File: src/rtl/clos_node.sv
`default_nettype none
// +--------------------------------------------------------------------------+
// | clos_node: one Clos TCDM switch stage (ingress spread or routed xbar),   |
// | combinational request path, MemLatency-delayed response return.          |
// | Revision: 1.0                                                            |
// +--------------------------------------------------------------------------+
module clos_node #(
  parameter int NumIn         = 4,
  parameter int NumOut        = 4,
  parameter int ReqDataWidth  = 32,
  parameter int RespDataWidth = 32,
  parameter int WriteRespOn   = 1,
  parameter int MemLatency    = 1,
  parameter int NodeType      = 0,
  parameter int ExtPrio       = 0,
  localparam int AW = (NumOut > 1) ? $clog2(NumOut) : 1,
  localparam int IW = (NumIn > 1) ? $clog2(NumIn) : 1
) (
  input  logic                                 clk_i,
  input  logic                                 rst_i,
  input  logic [NumIn-1:0]                     req_i,
  input  logic [NumIn-1:0][AW-1:0]             add_i,
  input  logic [NumIn-1:0]                     wen_i,
  input  logic [NumIn-1:0][ReqDataWidth-1:0]   wdata_i,
  output logic [NumIn-1:0]                     gnt_o,
  output logic [NumIn-1:0]                     vld_o,
  output logic [NumIn-1:0][RespDataWidth-1:0]  rdata_o,
  input  logic [NumOut-1:0][IW-1:0]            rr_i,
  input  logic [NumOut-1:0]                    gnt_i,
  output logic [NumOut-1:0]                    req_o,
  output logic [NumOut-1:0][ReqDataWidth-1:0]  wdata_o,
  input  logic [NumOut-1:0][RespDataWidth-1:0] rdata_i
);

  logic [NumOut-1:0][IW-1:0]          ptr_q, ptr_d;
  logic [NumOut-1:0][IW-1:0]          start;
  logic [NumOut-1:0]                  sel_vld;
  logic [NumOut-1:0][IW-1:0]          sel_idx;
  logic [NumIn-1:0][AW-1:0]           out_idx;
  logic [NumIn-1:0]                   respond;
  logic [MemLatency-1:0][NumIn-1:0]   pg_q, pr_q;
  logic [MemLatency-1:0][NumIn-1:0][AW-1:0] pi_q;

  // Start index doubles as the ingress candidate and the routing scan origin.
  always_comb begin
    start = '0;
    for (int m = 0; m < NumOut; m++) begin
      if (NumIn > 1) start[m] = (ExtPrio != 0) ? rr_i[m] : ptr_q[m];
    end
  end

  always_comb begin
    logic dup;
    int   idx;
    int   tgt;
    sel_vld = '0;
    sel_idx = '0;
    dup     = 1'b0;
    idx     = 0;
    tgt     = 0;
    for (int m = 0; m < NumOut; m++) begin
      if (NodeType == 0) begin
        dup = 1'b0;
        for (int n = 0; n < m; n++) begin
          if (start[n] == start[m]) dup = 1'b1;
        end
        if (!dup && req_i[start[m]]) begin
          sel_vld[m] = 1'b1;
          sel_idx[m] = start[m];
        end
      end else begin
        // Downward scan with overwrite leaves the first upward hit from start.
        for (int k = NumIn - 1; k >= 0; k--) begin
          idx = (int'(start[m]) + k) % NumIn;
          tgt = (NumOut == 1) ? 0 : int'(add_i[idx]);
          if (req_i[idx] && (tgt == m)) begin
            sel_vld[m] = 1'b1;
            sel_idx[m] = IW'(idx);
          end
        end
      end
    end
  end

  always_comb begin
    for (int m = 0; m < NumOut; m++) begin
      req_o[m]   = sel_vld[m];
      wdata_o[m] = sel_vld[m] ? wdata_i[sel_idx[m]] : '0;
      ptr_d[m]   = ptr_q[m];
      if ((ExtPrio == 0) && sel_vld[m] && gnt_i[m]) begin
        ptr_d[m] = IW'((int'(sel_idx[m]) + 1) % NumIn);
      end
    end
  end

  // An input is selected by at most one output, so OR-ing is unambiguous.
  always_comb begin
    gnt_o   = '0;
    out_idx = '0;
    for (int i = 0; i < NumIn; i++) begin
      for (int m = 0; m < NumOut; m++) begin
        if (sel_vld[m] && (sel_idx[m] == IW'(i))) begin
          gnt_o[i]   = gnt_i[m];
          out_idx[i] = AW'(m);
        end
      end
      respond[i] = gnt_o[i] & (~wen_i[i] | (WriteRespOn != 0));
    end
  end

  always_ff @(posedge clk_i or posedge rst_i) begin
    if (rst_i) begin
      ptr_q <= '0;
      pg_q  <= '0;
      pr_q  <= '0;
      pi_q  <= '0;
    end else begin
      ptr_q   <= ptr_d;
      pg_q[0] <= gnt_o;
      pr_q[0] <= respond;
      pi_q[0] <= out_idx;
      for (int s = 1; s < MemLatency; s++) begin
        pg_q[s] <= pg_q[s-1];
        pr_q[s] <= pr_q[s-1];
        pi_q[s] <= pi_q[s-1];
      end
    end
  end

  assign vld_o = pr_q[MemLatency-1];

  always_comb begin
    for (int i = 0; i < NumIn; i++) begin
      rdata_o[i] = pg_q[MemLatency-1][i] ? rdata_i[pi_q[MemLatency-1][i]] : '0;
    end
  end

endmodule
`default_nettype wire

File: config.mk
export PLATFORM = sky130hd
export DESIGN_NAME = clos_node
export DESIGN_NICKNAME = d
export VERILOG_FILES = /design/src/rtl/clos_node.sv
export SDC_FILE = /design/constraint.sdc
export NUM_CORES = 1
export LEC_CHECK = 0
export CAP_MARGIN = 15
export CORE_AREA = 8 8 207 209
export DETAILED_ROUTE_END_ITERATION = 8
export DIE_AREA = 0 0 215 217
export PLACE_DENSITY = 0.59
export SLEW_MARGIN = 20
export SYNTH_ARGS = -nofsm -noshare
export SYNTH_HDL_FRONTEND = slang
export SYNTH_SLANG_ARGS = --single-unit
File: constraint.sdc
create_clock -name clk_i -period 3.26 [get_ports clk_i]
set_input_delay 0.652 -clock clk_i [delete_from_list [all_inputs] [get_ports clk_i]]
set_output_delay 0.652 -clock clk_i [all_outputs]
set_load 0.01 [all_outputs]
# After elaboration in Yosys (flattened, before gate mapping)
# Index checks and enable logic that the tools add are counted.
[word_totals] regBits=20 out_inout_bits=268 elab_cells=147
[classes] addsub=4 magnitude_cmp=12 n_eq_ne=18 mux=74 n_reduce_logical=30
[ops] cell="$bmux 32 s2" count=8
[ops] cell="$mux 32" count=16
[ops] cell="$lt 2x3->1 const B" count=12
[ops] cell="$mux 1" count=34
[ops] cell="$mux 2" count=12
[ops] cell="$logic_and 1x1->1" count=23
[ops] cell="$eq 2x2->1 const B" count=8
[ops] cell="$eq 2x2->1" count=6
[ops] cell="$add 2x1->2 const B" count=4
[ops] cell="$bmux 1 s2" count=4
[ops] cell="$eq 2x1->1 const B" count=4
[ops] cell="$logic_not 2->1" count=4
[ops] cell="$logic_not 1->1" count=3

# Longest topological paths before layout
# Gate-level depths: netlist of run 1.
[logic_depth] word_depth=10 depth_mapped=7 ltp_nobuf=6

# Least setup slack after synthesis of run 1
# Ideal clock, no wire load.
[synth_timing] kind="in2out" from="input req_i[3]" to="output wdata_o[100] in the netlist's numbering" t_arrival_ns=2.030 setup_slack_ns=0.578 cell_stages=5 path_cell_list="clkbuf_1 > nand4_1 > clkbuf_1 > nor3_1 > a2111oi_0"
[synth_lines] item="start, declared" line_no="21" source="input logic [NumIn-1:0] req_i,"
[synth_lines] item="end, declared" line_no="31" source="output logic [NumOut-1:0][ReqDataWidth-1:0] wdata_o,"

# Final worst setup path of run 1
[layout_timing] from="input req_i[1]" to="output req_o[0]"
[layout_between] elab_chain_len=3
[layout_rtl] item="$bmux 1 s2" line_no="67" source="if (!dup && req_i[start[m]]) begin"
[layout_rtl] item="$mux 1 (implied by the code)" line_no="67"
[layout_rtl] item="$mux 1" line_no="67"
[layout_rtl] item="end, declared" line_no="30" source="output logic [NumOut-1:0] req_o,"
# No other way between the ends. The select of a mux whose other input is x is not followed.

==> results.md, run 1 <==
* Status: finished clean
* Cell Int Power at 7630 µW
* Placed cells at 2024
* Gr ovfl total at 0
* CTS buffer count at 3
* Worst-skew pair later-pin latency at 260 ps
* Switching part of the total at 0.491
* Worst Tran Pin Value at ~840 ps
* Max clock buf depth at 2
* Total iterations of the first detailed-routing run at 7
* FFs w/ async S/R, synth at 1.00
* Crit path time final at approximately 3200 ps
* Final ANT Viol Nets at 0
* Fin util at 0.415
* CTS Sinks at 20
* Die height at 217 µm
* Final setup fails at 0
* Fraction of layout cells with a size suffix above 1 at 0.260
* Core footprint at 0.0395 mm²
* Global-route wire length before repair at roughly 83 mm
* Clock transition at path regs at 60 ps
* Worst Setup End Kind: output port
* Worst VDD drop at 0.394 mV
* Initial antenna violation count at 0
* # DRC at 0
* Comb power frac at 0.936
* Initial Utilization at 0.229
* Skew final at 2.97 ps
* Post-synth top flop: dfrtp_1
* Final cell count without fillers at 2050
* I/O pin count at 554
* Yosys warnings at 0
* Area of the multi-input gates at 0.00808 mm²
* Number of global-route vias before repair at 11734
* Layout net count at around 1800
* Type of the tightest min-delay check: flip-flop to flip-flop
* Placed Area at 0.0159 mm²
* Gpl congestion at between 0.9 and 1
* Drt wl/cell at 28.0 µm
* Synth cell types at 48
* Total GRT Usage at 0.233
* Leading cell type in the layout, fill and taps excluded: clkdlybuf4s50_1
* Die width at 215 µm
* Die ar. at 0.0467 mm²
* Critical path class: primary input to output port
* Area added between synthesis and finish at 81.0%
* Port Buffers at 533
* Total wire length at approximately 57 mm
* Sequential fraction of the synthesis area at 0.0553
* Worst hold path startpoint: ptr_q[3]$_DFFE_PP0P_
* R2R Path Start: ptr_q[1]$_DFFE_PP0P_
* Commonest non-fill, non-tap cells in the layout: 396 x clkdlybuf4s50_1, 175 x mux4_2, 152 x and2_1
* Fin. Hold Viols at 0
* RSZ-0062 raised after global routing: false
* LEAKAGE at 0.00632 µW
* Number of enable flip-flop cells after synthesis at 0
* Final critical-path share of the clock period at 0.980
* DP Wirelength at 43.9 mm
* Mapped Cells at 959
* DRT iter0 DRCs at 1091
* Maximum Capacitance Violations at 0
* Clock Power Share at 0.023
* Std-Cell Rows at 73
* CP Data Required Time at between 2000 and 3000 ps
* Max FO, Critical Path at 7
* Root Buffer Master: clkbuf_16
* CP arrival at 2540 ps
* #FFs+latches synth at 20
* Post-synthesis instance area at 0.00905 mm²
* Fin area at roughly 0.016 mm²
* Flop pwr share at 0.041
* CTS tree: done
* Vias per inst at 5.52
* PwrDens at 915 mW/mm²
* Vias at 11309
* Fill cells at 3950
* Crit path launch: req_i[1]
* Mapped Nets at 1245
* Crit path launch type: primary input
* Fmax at 0.313 GHz
* Rel. slew slack at 0.437
* Switch Pwr at 7360 µW
* Clock H-tree levels at 1
* Register Area at 513 µm²
* Fin. max-slew vios at 0
* Syn_area_per_cell at 9.43 µm²
* Largest net degree at the start of global routing at 34
cell usage after synthesis, types with 3 or more instances:
cell	instances	area, µm²
nor4_1	33	206
nor2b_1	55	344
o211a_1	10	100
inv_1	46	173
nor2_1	90	338
dfrtp_1	20	500
nand3_1	3	15.0
o221ai_1	4	35.0
o32ai_1	4	35.0
a2111oi_2	9	135
nand2_1	18	67.6
mux2i_1	12	120
nand4_1	5	31.3
xor2_1	5	43.8
a211oi_1	32	240
o21ai_0	3	15.0
buf_4	5	37.5
a2bb2oi_1	10	87.6
and2_1	152	951
a2111oi_0	18	158
a21oi_1	12	60.1
a2111oi_4	5	138
mux4_2	175	3940
o22ai_1	45	282
buf_2	31	155
xnor2_1	12	105
buf_1	12	45.0
clkbuf_1	67	251
nor3_1	42	210
stage by stage:
stage                     setup TNS, ps  hold WS (ps)  setup WS [ps]  total power (µW)
final                                 0           708           66.5             15000
after global routing                  0           721           2.41             15800
after CTS                          -119           713           -117             15100
after detailed placement         -33230           698           -644             14600
after global placement           -32260           699           -631             14600
after floorplan                       0           616            578              7130
timing repair:
item,4_1_cts,5_1_grt
endpoints found under the setup margin,133,35
setup buffers,15,1
cloned,5,0
gates resized for setup,199,20
pin swaps,5,2
hold buffers,0,0
critical path: stages:
cell and delay [ps]:
dlygate4sd2_1 290, buf_4 160, mux2_2 270, buf_4 140
mux2i_4 270, buf_6 190, inv_1 60, clkdlybuf4s50_1 500
cells by family (layout without fill, tap and decap cells):
kind of cell,after synthesis,after routing,share of synthesized area
buf+inv,163,728,0.0757
mux,190,190,0.453
flops,20,20,0.0553
simple gates,407,407,0.248
compound gates,162,162,0.152
other cells,0,1,0
xor+xnor,17,17,0.0165
registers in the layout, indices dropped and copies added, names as in the netlist:
register	count
ptr_q	8
pg_q	4
pi_q	8
cell type report:
cell class / instances / area share
Antenna cell: 1 / 0.000153
Sequential cell: 20 / 0.0313
Inverter: 46 / 0.0105
Clock inverter: 1 / 0.00183
Multi-Input combinational cell: 776 / 0.493
Clock buffer: 3 / 0.00459
Tap cell: 525 / 0.0401
Timing Repair Buffer: 678 / 0.418
metal layers:
layer / vias to the layer above / wire length, µm / track usage
li1: 4909 / - / -
met4: 0 / 1670 / 0.0640
met2: 676 / 29200 / 0.424
met1: 5635 / 21400 / 0.265
met5: - / 0 / 0
met3: 89 / 5210 / 0.0621
power by group through the flow:
| stage | Combinational, µW | Clock (µW) | Sequential, µW |
|---|---|---|---|
| 6_report | 14000 | 346 | 614 |
| 5_1_grt | 14800 | 359 | 649 |
| 4_1_cts | 14100 | 355 | 633 |
| 3_5_place_dp | 14000 | 0 | 616 |
| 3_3_place_gp | 14000 | 0 | 617 |
| 2_1_floorplan | 6700 | 0 | 436 |
path summary, 6_finish.rpt:
kind,end,slack (ps),cells after the start
min,ptr_q[3]$_DFFE_PP0P_,710,2
max reg2reg,ptr_q[1]$_DFFE_PP0P_,1140,9
min reg2reg,ptr_q[3]$_DFFE_PP0P_,710,2
min in group asynchronous,pg_q[2]$_DFF_PP0_,870,2
max,req_o[0],70,8
max in group asynchronous,pi_q[0]$_DFF_PP0_,1810,2
(Power assumes the default switching activity.)
==> inputs of run 2 (changes only) <==
--- a/config.mk
+++ b/config.mk
@@ -9,7 +9,8 @@
 export CORE_AREA = 8 8 207 209
 export DETAILED_ROUTE_END_ITERATION = 8
 export DIE_AREA = 0 0 215 217
-export PLACE_DENSITY = 0.59
+export PLACE_DENSITY = 0.61
+export SKIP_CTS_REPAIR_TIMING = 1
 export SLEW_MARGIN = 20
 export SYNTH_ARGS = -nofsm -noshare
 export SYNTH_HDL_FRONTEND = slang
==> run 2 against run 1 <==
  * Via count down 1.4%
  * Final cell count fell by 1.6%
  * Flip-flop and latch count did not move
  * Worst hold slack improved by 23 ps
  * Maximum frequency is 0.56% higher
  * Power is 1.5% lower
  * Non-clock buffer count shrank 31
  * Final area fell by 1.6%
  * First-iteration DRC count decreased by 28%
  * Clock power decreased by 19%
  * Sequential power shrank 15%
  * Critical path type is now flip-flop to output port
  * Largest cell class unchanged
  * Highest routed layer unchanged
==> results.md, run 2 (synthesis gave the netlist of run 1 again) <==
* Status: finished clean
* Maximum Capacitance Violations at 0 (unchanged)
* CP arrival at 2520 ps (-20 ps)
* Worst-skew pair later-pin latency at 260 ps (about the same)
* Tot Pwr at 14800 µW (-1.5%)
* WHS Endpoint: ptr_q[3]$_DFFE_PP0P_
* Fraction of layout cells with a size suffix above 1 at 0.230 (-0.0294)
* Final Worst Setup Slack at 84.2 ps (+17.7 ps)
* Drt wl/cell at 26.7 µm (-4.7%)
* FF-to-FF path depth at 8 (-1)
* Total wire length at 53.9 mm (-6.2%)
* Ant diodes at 0 (-1)
* Slowest CP cell: mux4_2
* CP Data Required Time at 2610 ps (about the same)
* DRT iter0 DRCs at 785 (-28%)
* R2R Setup Slk at 1240 ps (+100 ps)
* Placed cells at 2012 (-0.59%)
* Final cell count without fillers at 2018 (-1.6%)
* Fin. Hold Viols at 0 (unchanged)
* Worst path bufs/invs at 5 (-1)
* Largest registers: pi_q (8), ptr_q (8), pg_q (4)
* WHS Path Cells at 2 (unchanged)
* Die height at 217 µm (unchanged)
* Clock H-tree levels at 1 (unchanged)
* CTS tree: done
* Final critical-path share of the clock period at 0.974 (-0.00544)
* Final setup fails at 0 (unchanged)
* Initial Utilization at 0.229 (unchanged)
* Crit path launch type: flip-flop
* Final ANT Viol Nets at 0 (unchanged)
* Die width at 215 µm (unchanged)
* Die ar. at 0.0467 mm² (unchanged)
* Fin area at 0.0161 mm² (-1.6%)
* R2R Path Start: ptr_q[1]$_DFFE_PP0P_
* Initial antenna violation count at 0 (unchanged)
* CTS buffer count at 3 (unchanged)
* Std-Cell Rows at 73 (unchanged)
* Vias per inst at 5.53 (+0.21%)
* Skew final at 3.22 ps (+0.243 ps)
* Max clock buf depth at 2 (unchanged)
* Rel. slew slack at 0.463 (+0.0257)
* Crit path time final at 3180 ps (-17.7 ps)
* Worst Tran Pin Value at 805 ps (-38.5 ps)
* Core footprint at 0.0395 mm² (unchanged)
* Worst Setup End Kind: output port
* Critical path class: flip-flop to output port
* Vias at 11156 (-1.4%)
* # DRC at 0 (unchanged)
* CP delay by family, top: buffers and inverters
* CTS Sinks at 20 (unchanged)
* Port Buffers at 533 (unchanged)
* Total GRT Usage at 0.216 (-0.0163)
* Total iterations of the first detailed-routing run at 5 (-2)
* Critical Path Max Stage Delay at 550 ps (+50 ps)
* Largest net degree at the start of global routing at 57 (+68%)
* Worst VDD drop at 0.485 mV (+23%)
* Worst hold path startpoint: ptr_q[3]$_DFFE_PP0P_
* Critical path's most frequent cell: buf_12
* Gr ovfl total at 0 (unchanged)
* LEAKAGE at 0.00628 µW (-0.60%)
* Fin. max-slew vios at 0 (unchanged)
* Fin util at 0.408 (-0.00660)
* Max FO, Critical Path at 19 (+12)
* Setup slack at placement at -609 ps (+35.4 ps)
* I/O pin count at 554 (unchanged)
* Area added between synthesis and finish at 78.1%
* Fmax at 0.315 GHz (+0.56%)
* Commonest non-fill, non-tap cells in the layout: 485 x clkdlybuf4s50_1, 175 x mux4_2, 152 x and2_1
* Critical Path, Cell by Cell: buf_6, mux4_2, nand2_2, buf_12, buf_12, inv_1, clkdlybuf4s50_1
* Reg2Reg Capture Point: ptr_q[1]$_DFFE_PP0P_
* Layout net count at 1780 (-1.7%)
* Global-route wire length before repair at 78.8 mm (-5.2%)
* Clock transition at path regs at 60 ps (about the same)
* Number of global-route vias before repair at 11608 (-1.1%)
* RSZ-0062 raised after global routing: false
* Root Buffer Master: clkbuf_16
* PwrDens at 916 mW/mm² (about the same)
* Placed Area at 0.0157 mm² (-1.1%)
* Gpl congestion at 0.899 (-2.6%)
* DP Wirelength at 41.4 mm (-5.7%)
* Type of the tightest min-delay check: flip-flop to flip-flop
* Leading cell type in the layout, fill and taps excluded: clkdlybuf4s50_1
## run 2: per-layer routing
layer  vias up  track usage  part of all wire  wire length, µm
met2       685        0.375              0.49            26200
met1      5532        0.254              0.37            19900
met5         -            0                 0                0
li1       4829            -                 -                -
met3       110       0.0589              0.10             5590
met4         0       0.0810             0.041             2230
## run 2: how the worst max path moves through the flow
stage,from,endpoint,slack [ps],depth (start not counted)
floorplan,req_i[3],wdata_o[100],580,5
global placement,req_i[1],wdata_o[16],-570,7
detailed placement,req_i[1],wdata_o[16],-610,7
CTS,req_i[1],wdata_o[16],-630,7
global route,ptr_q[0]$_DFFE_PP0P_,wdata_o[80],0.6,9
finish,ptr_q[6]$_DFFE_PP0P_,req_o[3],80,7
## run 2: tightest hold or removal path, stage by stage (launching register included)
cell and delay, ps:
dfrtp_2 370, buf_6 220, xnor2_1 100
## run 2: power breakdown
part | internal [µW] | switching, µW
logic | 7120 | 6840
clock network | 187 | 92.8
registers | 369 | 154
## run 2: final cells by class
cell class | count | area (µm²)
multi-input cells | 776 | 8040
flip-flops and latches | 20 | 513
fillers | 3874 | 23300
inverters | 46 | 173
clock buffers | 4 | 88.8
repair buffers | 647 | 6640
well taps | 525 | 657
## run 2: per-stage QoR
step           TNS (ps)  hold slack [ps]
2_1_floorplan         0              616
3_3_place_gp     -33730              729
3_5_place_dp     -35030              727
4_1_cts          -37250              738
5_1_grt               0              759
6_report              0              730
==> inputs of run 3 (changes only) <==
--- a/config.mk
+++ b/config.mk
@@ -9,9 +9,9 @@
 export CORE_AREA = 8 8 207 209
 export DETAILED_ROUTE_END_ITERATION = 8
 export DIE_AREA = 0 0 215 217
-export PLACE_DENSITY = 0.61
+export DONT_BUFFER_PORTS = 1
+export PLACE_DENSITY = 0.43
 export SKIP_CTS_REPAIR_TIMING = 1
-export SLEW_MARGIN = 20
 export SYNTH_ARGS = -nofsm -noshare
 export SYNTH_HDL_FRONTEND = slang
 export SYNTH_SLANG_ARGS = --single-unit
==> run 3 against run 2 <==
  * Sequential power rose by 5.9%
  * Register-to-register slack worse by 320 ps
  * Critical path depth unchanged
  * Setup slack better by 4.3 ps
  * Sequential share of layout area rose by 1.7 points
  * Final area shrank 35%
  * Final cell count fell by 26%
  * Largest power group unchanged
  * Critical endpoint is now wdata_o[102]
  * Combinational power fell by 27%
  * Clock power increased by 24%
  * Via count down 17%
  * Core utilization decreased by 14 points
==> results.md, run 3 (synthesis gave the netlist of run 1 again) <==
* Commonest non-fill, non-tap cells in the layout: 175 x mux4_2, 152 x and2_1, 116 x buf_4
* Fin area at 0.0105 mm² (-35%)
* Register Area at 513 µm² (unchanged)
* Total wire length at 48.9 mm (-9.2%)
* Std-Cell Rows at 73 (unchanged)
* # DRC at 0 (unchanged)
* RSZ-0062 raised after global routing: false
* CTS tree: done
* DRT iter0 DRCs at 811 (+3.3%)
* CP arrival at 2520 ps (about the same)
* Fin. max-slew vios at 0 (unchanged)
* Worst-skew pair later-pin latency at 260 ps (about the same)
* Global-route wire length before repair at 71.4 mm (-9.3%)
* CTS Sinks at 20 (unchanged)
* Placed cells at 1495 (-26%)
* Largest net degree at the start of global routing at 67 (+18%)
* Type of the tightest min-delay check: primary input to async pin
* Fill cells at 4203 (+8.5%)
* Largest registers: pi_q (8), ptr_q (8), pg_q (4)
* Max FO, Critical Path at 10 (-9)
* Area of the multi-input gates at 0.00791 mm² (-1.6%)
* Worst hold margin at 458 ps (-272 ps)
* Fin Setup TNS at 0 ps (unchanged)
* PwrDens at 1060 mW/mm² (+16%)
* Switching part of the total at 0.559 (+0.0793)
* Initial Utilization at 0.229 (unchanged)
* Worst Setup End Kind: output port
* Root Buffer Master: clkbuf_16
* Vias per inst at 6.15 (+11%)
* Max clock buf depth at 2 (unchanged)
* Worst VDD drop at 0.432 mV (-11%)
* Fmax at 0.315 GHz (+0.14%)
* Status: finished clean
* Placed Area at 0.0103 mm² (-34%)
* Final setup fails at 0 (unchanged)
* Gpl congestion at 0.851 (-5.4%)
* DP Wirelength at 37.7 mm (-8.9%)
* Total iterations of the first detailed-routing run at 5 (unchanged)
* Drt wl/cell at 32.7 µm (+22%)
* Initial antenna violation count at 0 (unchanged)
* Die height at 217 µm (unchanged)
* Core footprint at 0.0395 mm² (unchanged)
* Cell Int Power at 4890 µW (-36%)
* Area added between synthesis and finish at 15.6%
* Crit path time final at 3170 ps (-4.31 ps)
* Switch Pwr at 6210 µW (-12%)
* Vias at 9217 (-17%)
* Rel. slew slack at 0.427 (-0.0353)
* LEAKAGE at 0.00361 µW (-42%)
* Comb power frac at 0.919 (-0.027)
* Clock H-tree levels at 1 (unchanged)
* CP Data Required Time at 2610 ps (about the same)
* Final critical-path share of the clock period at 0.973 (-0.00132)
* Skew final at 2.31 ps (-0.907 ps)
* I/O pin count at 554 (unchanged)
* Final ANT Viol Nets at 0 (unchanged)
* Setup slack at placement at 266 ps (+874 ps)
* Die width at 215 µm (unchanged)
* Crit path launch type: flip-flop
* Die ar. at 0.0467 mm² (unchanged)
* Clock transition at path regs at 60 ps (about the same)
* Flop pwr share at 0.050 (+0.015)
* Maximum Capacitance Violations at 0 (unchanged)
* Ant diodes at 0 (unchanged)
* Leading cell type in the layout, fill and taps excluded: mux4_2
* Number of global-route vias before repair at 9532 (-18%)
* Worst Tran Pin Value at 858 ps (+53.0 ps)
* Gr ovfl total at 0 (unchanged)
* Layout net count at 1261 (-29%)
* Critical path class: flip-flop to output port
* CTS buffer count at 3 (unchanged)
* Total GRT Usage at 0.197 (-0.0190)
* Clock Power Share at 0.031 (+0.012)
* Fraction of layout cells with a size suffix above 1 at 0.351 (+0.121)
* Port Buffers at 0 (-100%)
* Fin. Hold Viols at 0 (unchanged)
* Final cell count without fillers at 1499 (-26%)
* Final Worst Setup Slack at 88.5 ps (+4.31 ps)
[run 3: cell types whose count changed in the layout (fill, tap and decap cells not counted), moves of 7 or more]
cell	delta
a2111oi_1	-7
buf_12	-16
a2111oi_0	+7
clkdlybuf4s50_1	-485
dlymetal6s2s_1	-44
buf_4	+33
[run 3: power by group through the flow]
stage / sequential (µW) / clock (µW) / combinational [µW]
floorplan: 436 / 0 / 6700
global placement: 562 / 0 / 10300
detailed placement: 558 / 0 / 10300
CTS: 555 / 360 / 10300
global route: 578 / 368 / 10900
finish: 554 / 346 / 10200
[run 3: final timing paths]
check / slack (ps) / endpoint / cells past startpoint / start
min reg2reg: 680 / ptr_q[4]$_DFFE_PP0P_ / 1 / ptr_q[4]$_DFFE_PP0P_
max reg2reg: 920 / ptr_q[1]$_DFFE_PP0P_ / 7 / ptr_q[1]$_DFFE_PP0P_
min in group clk_i: 480 / ptr_q[7]$_DFFE_PP0P_ / 1 / gnt_i[3]
min: 460 / ptr_q[4]$_DFFE_PP0P_ / 1 / rst_i
max in group asynchronous: 2210 / ptr_q[6]$_DFFE_PP0P_ / 1 / rst_i
max: 90 / wdata_o[102] / 7 / ptr_q[7]$_DFFE_PP0P_
[run 3: layout make-up]
type,count,share of cell area
sequential,20,0.0490
tap,525,0.0628
multi-input combinational,776,0.756
clock inverter,1,0.00287
timing repair buffer,128,0.105
inverter,46,0.0165
clock buffer,3,0.00718
[run 3: per-stage QoR]
step | total power (µW) | util
after CTS | 11200 | 0.265
after global placement | 10900 | 0.262
after detailed placement | 10800 | 0.262
final | 11100 | 0.265
after global routing | 11800 | 0.265
after floorplan | 7130 | -
[run 3: per-layer routing]
layer	vias up	GRT usage	routed length, µm
met4	0	0.0522	1060
met2	630	0.356	25100
met1	4738	0.215	17300
li1	3780	-	-
met3	69	0.0750	5460
met5	-	0	0
[run 3: worst max-delay path, cell delays in order, from the launching register on]
cell and delay [ps]:
dfrtp_2 450, buf_4 190, xnor2_1 130, a222oi_1 360, nand2_2 260, buf_4 250
a2111oi_1 400, buf_4 220
